[src/rtl/uart_tx_feeder.sv]
// Purpose: byte FIFO plus launcher FSM that feeds frames to the UART transmitter.
// Latency: a word written to an empty, idle feeder at edge N launches at edge N+1.
// Backpressure: full/almost_full flag the host; writes while full are dropped and set overflow.
module uart_tx_feeder #(
    parameter int DBIT      = 8,
    parameter int ADDR_W    = 4,
    parameter int AF_THRESH = 12
) (
    input  logic            clk,
    input  logic            reset_n,
    input  logic            wr_en,
    input  logic [DBIT-1:0] wr_data,
    output logic            full,
    output logic            almost_full,
    output logic [ADDR_W:0] level,
    output logic            overflow,
    input  logic            clr_ovf,
    input  logic            flush,
    input  logic            tx_enable,
    output logic            tx_start,
    output logic [DBIT-1:0] tx_dout,
    input  logic            tx_done_tick,
    output logic            busy
);

    localparam int DEPTH = 1 << ADDR_W;
    localparam logic [ADDR_W:0] DEPTH_L = (ADDR_W + 1)'(DEPTH);
    localparam logic [ADDR_W:0] AF_L    = (ADDR_W + 1)'(AF_THRESH);
    localparam logic [ADDR_W:0] ONE_L   = (ADDR_W + 1)'(1);

    typedef enum logic {
        IDLE = 1'b0,
        WAIT = 1'b1
    } state_t;

    state_t state_q, state_d;

    logic [DBIT-1:0]   mem_q [DEPTH];
    logic [ADDR_W-1:0] wr_ptr_q, wr_ptr_d;
    logic [ADDR_W-1:0] rd_ptr_q, rd_ptr_d;
    logic [ADDR_W:0]   level_q, level_d;
    logic              overflow_q, overflow_d;
    logic              tx_start_q, tx_start_d;
    logic [DBIT-1:0]   tx_dout_q, tx_dout_d;

    logic wr_ok;
    logic wr_drop;
    logic launch;

    // Flags decode straight from the registered level, so a same-cycle pop never admits a write.
    assign full        = (level_q == DEPTH_L);
    assign almost_full = (level_q >= AF_L);
    assign level       = level_q;
    assign overflow    = overflow_q;
    assign tx_start    = tx_start_q;
    assign tx_dout     = tx_dout_q;
    assign busy        = (state_q == WAIT);

    assign wr_ok   = wr_en & ~full & ~flush;
    assign wr_drop = wr_en & full & ~flush;
    assign launch  = tx_enable & (level_q != '0) & ~flush &
                     ((state_q == IDLE) | ((state_q == WAIT) & tx_done_tick));

    // Storage array has no reset; contents are only read below the level count.
    always_ff @(posedge clk) begin
        if (wr_ok) begin
            mem_q[wr_ptr_q] <= wr_data;
        end
    end

    // Next-state for pointers, level, overflow, launch outputs and FSM.
    always_comb begin
        wr_ptr_d   = wr_ptr_q;
        rd_ptr_d   = rd_ptr_q;
        level_d    = level_q;
        overflow_d = overflow_q;
        tx_start_d = 1'b0;
        tx_dout_d  = tx_dout_q;
        state_d    = state_q;

        if (flush) begin
            wr_ptr_d = '0;
            rd_ptr_d = '0;
            level_d  = '0;
        end else begin
            if (wr_ok) begin
                wr_ptr_d = wr_ptr_q + ADDR_W'(1);
            end
            if (launch) begin
                rd_ptr_d = rd_ptr_q + ADDR_W'(1);
            end
            case ({wr_ok, launch})
                2'b10:   level_d = level_q + ONE_L;
                2'b01:   level_d = level_q - ONE_L;
                default: level_d = level_q;
            endcase
        end

        // A drop in the same cycle as a clear keeps the flag set.
        if (wr_drop) begin
            overflow_d = 1'b1;
        end else if (clr_ovf) begin
            overflow_d = 1'b0;
        end

        if (launch) begin
            tx_start_d = 1'b1;
            tx_dout_d  = mem_q[rd_ptr_q];
        end

        case (state_q)
            IDLE: begin
                if (launch) begin
                    state_d = WAIT;
                end
            end
            WAIT: begin
                if (tx_done_tick && !launch) begin
                    state_d = IDLE;
                end
            end
            default: state_d = IDLE;
        endcase
    end

    // State register; async reset returns the feeder to idle with empty queue.
    always_ff @(posedge clk or negedge reset_n) begin
        if (!reset_n) begin
            state_q    <= IDLE;
            wr_ptr_q   <= '0;
            rd_ptr_q   <= '0;
            level_q    <= '0;
            overflow_q <= 1'b0;
            tx_start_q <= 1'b0;
            tx_dout_q  <= '0;
        end else begin
            state_q    <= state_d;
            wr_ptr_q   <= wr_ptr_d;
            rd_ptr_q   <= rd_ptr_d;
            level_q    <= level_d;
            overflow_q <= overflow_d;
            tx_start_q <= tx_start_d;
            tx_dout_q  <= tx_dout_d;
        end
    end

endmodule

[config.mk]
export PLATFORM = sky130hd
export DESIGN_NAME = uart_tx_feeder
export DESIGN_NICKNAME = d
export VERILOG_FILES = /design/src/rtl/uart_tx_feeder.sv
export SDC_FILE = /design/constraint.sdc
export NUM_CORES = 1
export LEC_CHECK = 0
export BUFFER_PORTS_ARGS = -buffer_cell sky130_fd_sc_hd__buf_4
export CAP_MARGIN = 20
export CORE_ASPECT_RATIO = 1.5
export CORE_MARGIN = 2
export CORE_UTILIZATION = 29
export CTS_CLUSTER_SIZE = 12
export DETAILED_ROUTE_END_ITERATION = 8
export PLACE_DENSITY = 0.56
export SYNTH_ARGS = -nofsm -noshare
export SYNTH_HDL_FRONTEND = slang
export SYNTH_SLANG_ARGS = --single-unit
[constraint.sdc]
create_clock -name clk -period 4.7 [get_ports clk]
set_clock_uncertainty 0.2 [all_clocks]
set_input_delay 0.94 -clock clk [delete_from_list [all_inputs] [get_ports clk]]
set_output_delay 0.94 -clock clk [all_outputs]
set_load 0.03 [all_outputs]
After elaboration in Yosys (flattened, before gate mapping)
Memory sizes are Yosys's and may differ from the RTL's. A register that Yosys moved wholly into a read port is not among the register bits.
Cells that the tools add are included.

operators by class
  $add $sub $neg = 4
  order comparisons = 1
  equality and inequality tests = 3
  multiplexer cells = 13
  bitwise gates (word level) = 12
  reductions and logical operators = 8

operators by type and width
  kind                                                  number
  two-way mux 4 bit                                     4
  case mux 5 bit (2 select lines)                       1
  adder 4 x 1 -> 4 bit (second input constant)          2
  bitwise AND 1 bit                                     8
  two-way mux 1 bit                                     6
  nonzero test 2 bit                                    3
  adder 5 x 1 -> 5 bit (second input constant)          1
  == test 5 bit (second input constant)                 1
  >= comparator 5 x 4 -> 1 bit (second input constant)  1
  two-way mux 5 bit                                     1
  nonzero test 5 bit                                    1
  subtractor 5 x 1 -> 5 bit (second input constant)     1
  NOT 1 bit                                             3
  nonzero test 3 bit                                    1
  == test 2 x 1 -> 1 bit (second input constant)        1
  == test 2 bit (second input constant)                 1
  zero test 1 bit                                       2
  case mux 1 bit (2 select lines)                       1
  logical AND 1 bit                                     1
  bitwise OR 1 bit                                      1

storage, ports and cells
  bits in registers = 16
  memory bits (writable) = 128
  input port bits = 15
  memories kept = 1

memory list
  memory  words  bits a word  rd ports  clocked after memory_dff  write ports  line  text
  mem_q   16     8            1         1                         1            38    logic [DBIT-1:0] mem_q [DEPTH];

Depth between registers and ports, before layout
  depth in word-level cells = 8
  gate-level depth with buffers = 10

Worst setup path before layout
OpenSTA, ideal clock, no wires.

  path kind = input to register
  from = in flush
  to = reg level_q[4], in the netlist level[4]
  setup time = 0.121 ns
  data arrival time = 2.961 ns
  setup slack = 1.418 ns
  stages = 9
  path buffers = 0
  path through = nand2b_1 > a2111oi_4 > xor2_1 > ha_1 > or3_2 > a21oi_1 > a32o_1 > a21oi_1 > a22o_2

between the ends
  longest elaborated chain between the ends = 6

ends and longest elaborated chain
  element                                                  line    text
  start: declaration                                       18      input logic flush,
  NOT 1 bit                                                59, 61
  bitwise AND 1 bit (2 in a row)                           61      assign launch = tx_enable & (level_q != '0) & ~flush &
  == test 2 x 1 -> 1 bit or == test 2 bit (tied branches)  92      case ({wr_ok, launch})
  case mux 5 bit (2 select lines)                          92
  two-way mux 5 bit                                        81      if (flush) begin
  end signal: assignment                                   140     level_q <= level_d;
  end: declaration                                         41      logic [ADDR_W:0] level_q, level_d;

Several ways; a longest one is shown, not always the timed one.
A chain may end at the register's enable or synchronous reset.

Worst setup path in the final report
Ends and elaborated chain as after synthesis.

==> flow_summary.json <==
{
  "status": "finished clean",
  "crit_family": "compound AO/OA/AOI/OAI gates",
  "slew-limit-headroom_pct": 30.4,
  "yosys-top-cells-area": "edfxtp_1, mux4_2, dfrtp_1, nor2_1, mux2_2",
  "synth_top_area_share_pct": 61.8,
  "synth_edf_count": 128,
  "async_reset_ff_share_pct": 15.8,
  "grt_max_degree": 36,
  "seq_area_frac_synth_pct": 71.4,
  "syn-num-nets": 345,
  "die_y_um": 183,
  "fillerInstances": 1936,
  "ys_ff_latch": 152,
  "yosysUniqueCellTypes": 42,
  "grt_usage_pct": 12.5,
  "routedWlPerCell_um": 20.4,
  "min_period_ns": 3.26,
  "dieArea_um2": 22700,
  "worstPathMaxFanout": 17,
  "setup_tns_ns": 0,
  "cp.required_ns": 4.79,
  "hold_class": "in -> async",
  "cts_inserted_buffers": 17,
  "cts_root_buffer": "clkbuf_16",
  "hold_viol_final": 0,
  "ant_nets": 0,
  "postLayoutCoreUtil_pct": 35.5,
  "synth_top_cell_by_area": "edfxtp_1",
  "max_freq_mhz": 307,
  "ys_warn_count": 0,
  "drt_pass1_iterations": 5,
  "vias": 3208,
  "htreeDepth": 4,
  "cp-startpoint": "flush",
  "diodes": 0,
  "grt_pass1_wl_mm": 19.9,
  "io_buffers": 32,
  "synthCells": 323,
  "criticalPathCategory": "in -> reg",
  "placed_area_um2": 6830,
  "fin_crit_sh_pct": 69.4,
  "die_w_um": 124,
  "cts_buffer_depth": 2,
  "place_congestion": 0.792,
  "cts_hold_buffers": 0,
  "drt_first_iter_violations": 188,
  "drt_wl_total_mm": 13.4,
  "powerDensity_nw_per_um2": 536,
  "vdd_drop_max_mv": 0.251,
  "ios": 33,
  "antenna_found_initial": 0,
  "final_area_um2": 7480,
  "dpl.hpwl_mm": 8.76,
  "coreArea_um2": 21100,
  "rsz0062_at_grt": "no",
  "syn_to_final_growth_pct": 20.2,
  "hold_slack_ns": 0.231,
  "worst_pin_slew_ns": 1.04,
  "cp.buffers_inverters": 1,
  "drive_above_1_share_pct": 36.1,
  "cts_tree": "built",
  "drc": 0,
  "cts_setup_buffers": 0,
  "setup_violations": 0,
  "p_leak_nw": 2.51,
  "cp.arrival_ns": 3.36,
  "num_rows": 65,
  "ys.flop_type": "edfxtp_1",
  "layout_commonest_cell": "edfxtp_1",
  "routed_via_density": 4.89,
  "crit_path_cell_trace": "buf_4, nand2b_1, a2111oi_4, xor2_1, ha_1, or3_2, a21oi_1, a32o_1, a21oi_1, a22o_2",
  "reg2reg_from": "level[1]",
  "cp_common_cell": "a21oi_1",
  "clkLatencyLatePin_ns": 0.41,
  "drv_cap": 0,
  "synth_area_um2": 6220,
  "clock_sinks": 152,
  "crit_path_end_kind": "register",
  "cts-resized-gates": 0,
  "start_util_pct": 29.5,
  "syn_area_per_cell_um2": 19.3,
  "layout_common_cells": "edfxtp_1, buf_4, mux4_2",
  "clk_pin_slew_ns": 0.06,
  "crit_slowest_cell": "a2111oi_4",
  "max_stage_delay_ns": 0.48,
  "slew_viol_final": 0,
  "grt_pass1_vias": 3301,
  "nets": 397,
  "grt_overflow": 0,
  "start_kind": "input port"
}
cell families after synthesis:
group | after synthesis | share of synthesized area [%]
DFF | 152 | 71.4
adders and majority gates | 7 | 1.41
muxes | 50 | 16.3
buffers and inverters | 21 | 1.77
xor gates and xnor gates | 8 | 1.13
and+or+nand+nor | 59 | 4.69
AOI/OAI and AO/OA | 26 | 3.26
state kept, by name, summed over array words and instances, names as in the netlist:
signal	flops
tx_start	1
level	5
tx_dout	8
overflow	1
mem_q	128
rd_ptr_q	4
busy	1
wr_ptr_q	4
final timing paths:
kind | cells after the start | slack (ns) | endpoint
hold reg to reg | 1 | 0.31 | tx_dout[2]
setup / recovery | 10 | 1.44 | level[4]
min in group clk | 1 | 0.31 | tx_dout[2]
setup reg to reg | 9 | 1.47 | level[4]
hold / removal | 1 | 0.23 | level[3]
max in group asynchronous | 1 | 3.78 | rd_ptr_q[1]
cell type report:
class	count	area (µm²)	area share, %
clock buffer	17	425	5.69
inverter	5	18.8	0.251
sequential	152	4450	59.4
tap	268	335	4.48
timing repair buffer	49	372	4.97
clock inverter	15	211	2.83
multi-input combinational	150	1670	22.4
power breakdown:
| part | leakage [nW] | switching [mW] | internal [mW] |
|---|---|---|---|
| Sequential | 1.46 | 0.147 | 1.55 |
| Combinational | 0.742 | 0.450 | 0.451 |
| Clock | 0.309 | 0.593 | 0.817 |
| Total | 2.51 | 1.19 | 2.82 |
cells in the mapped netlist, drive strengths merged (2+ instances only):
cell and instances:
or3 2, a211oi 2, nand2 10, buf 7, clkbuf 9, xor2 6, mux4 40, o21ai 6
dfrtp 24, a2111oi 2, nand4 2, a21oi 6, ha 7, nor2 27, edfxtp 128, xnor2 2
nor3 5, nand2b 6, nor2b 2, inv 5, a31o 2, mux2 9
routing by layer:
metal	up-vias	wire length [µm]	part of all wire, %	global-route usage (%)
li1	1400	-	-	-
met3	6	523	3.9	2.43
met4	0	221	1.6	4.91
met1	1721	5380	40	15.0
met5	-	0	0	0
met2	81	7280	54	21.6
per-stage QoR:
step	setup WS, ns	power, mW	instances
final	1.44	4.01	656
after global routing	1.27	4.18	656
after global placement	1.07	2.63	623
after floorplan	1.42	2.35	323
after CTS	1.46	4.05	655
after detailed placement	1.03	2.64	623
Power figures use the tool's default switching activity.
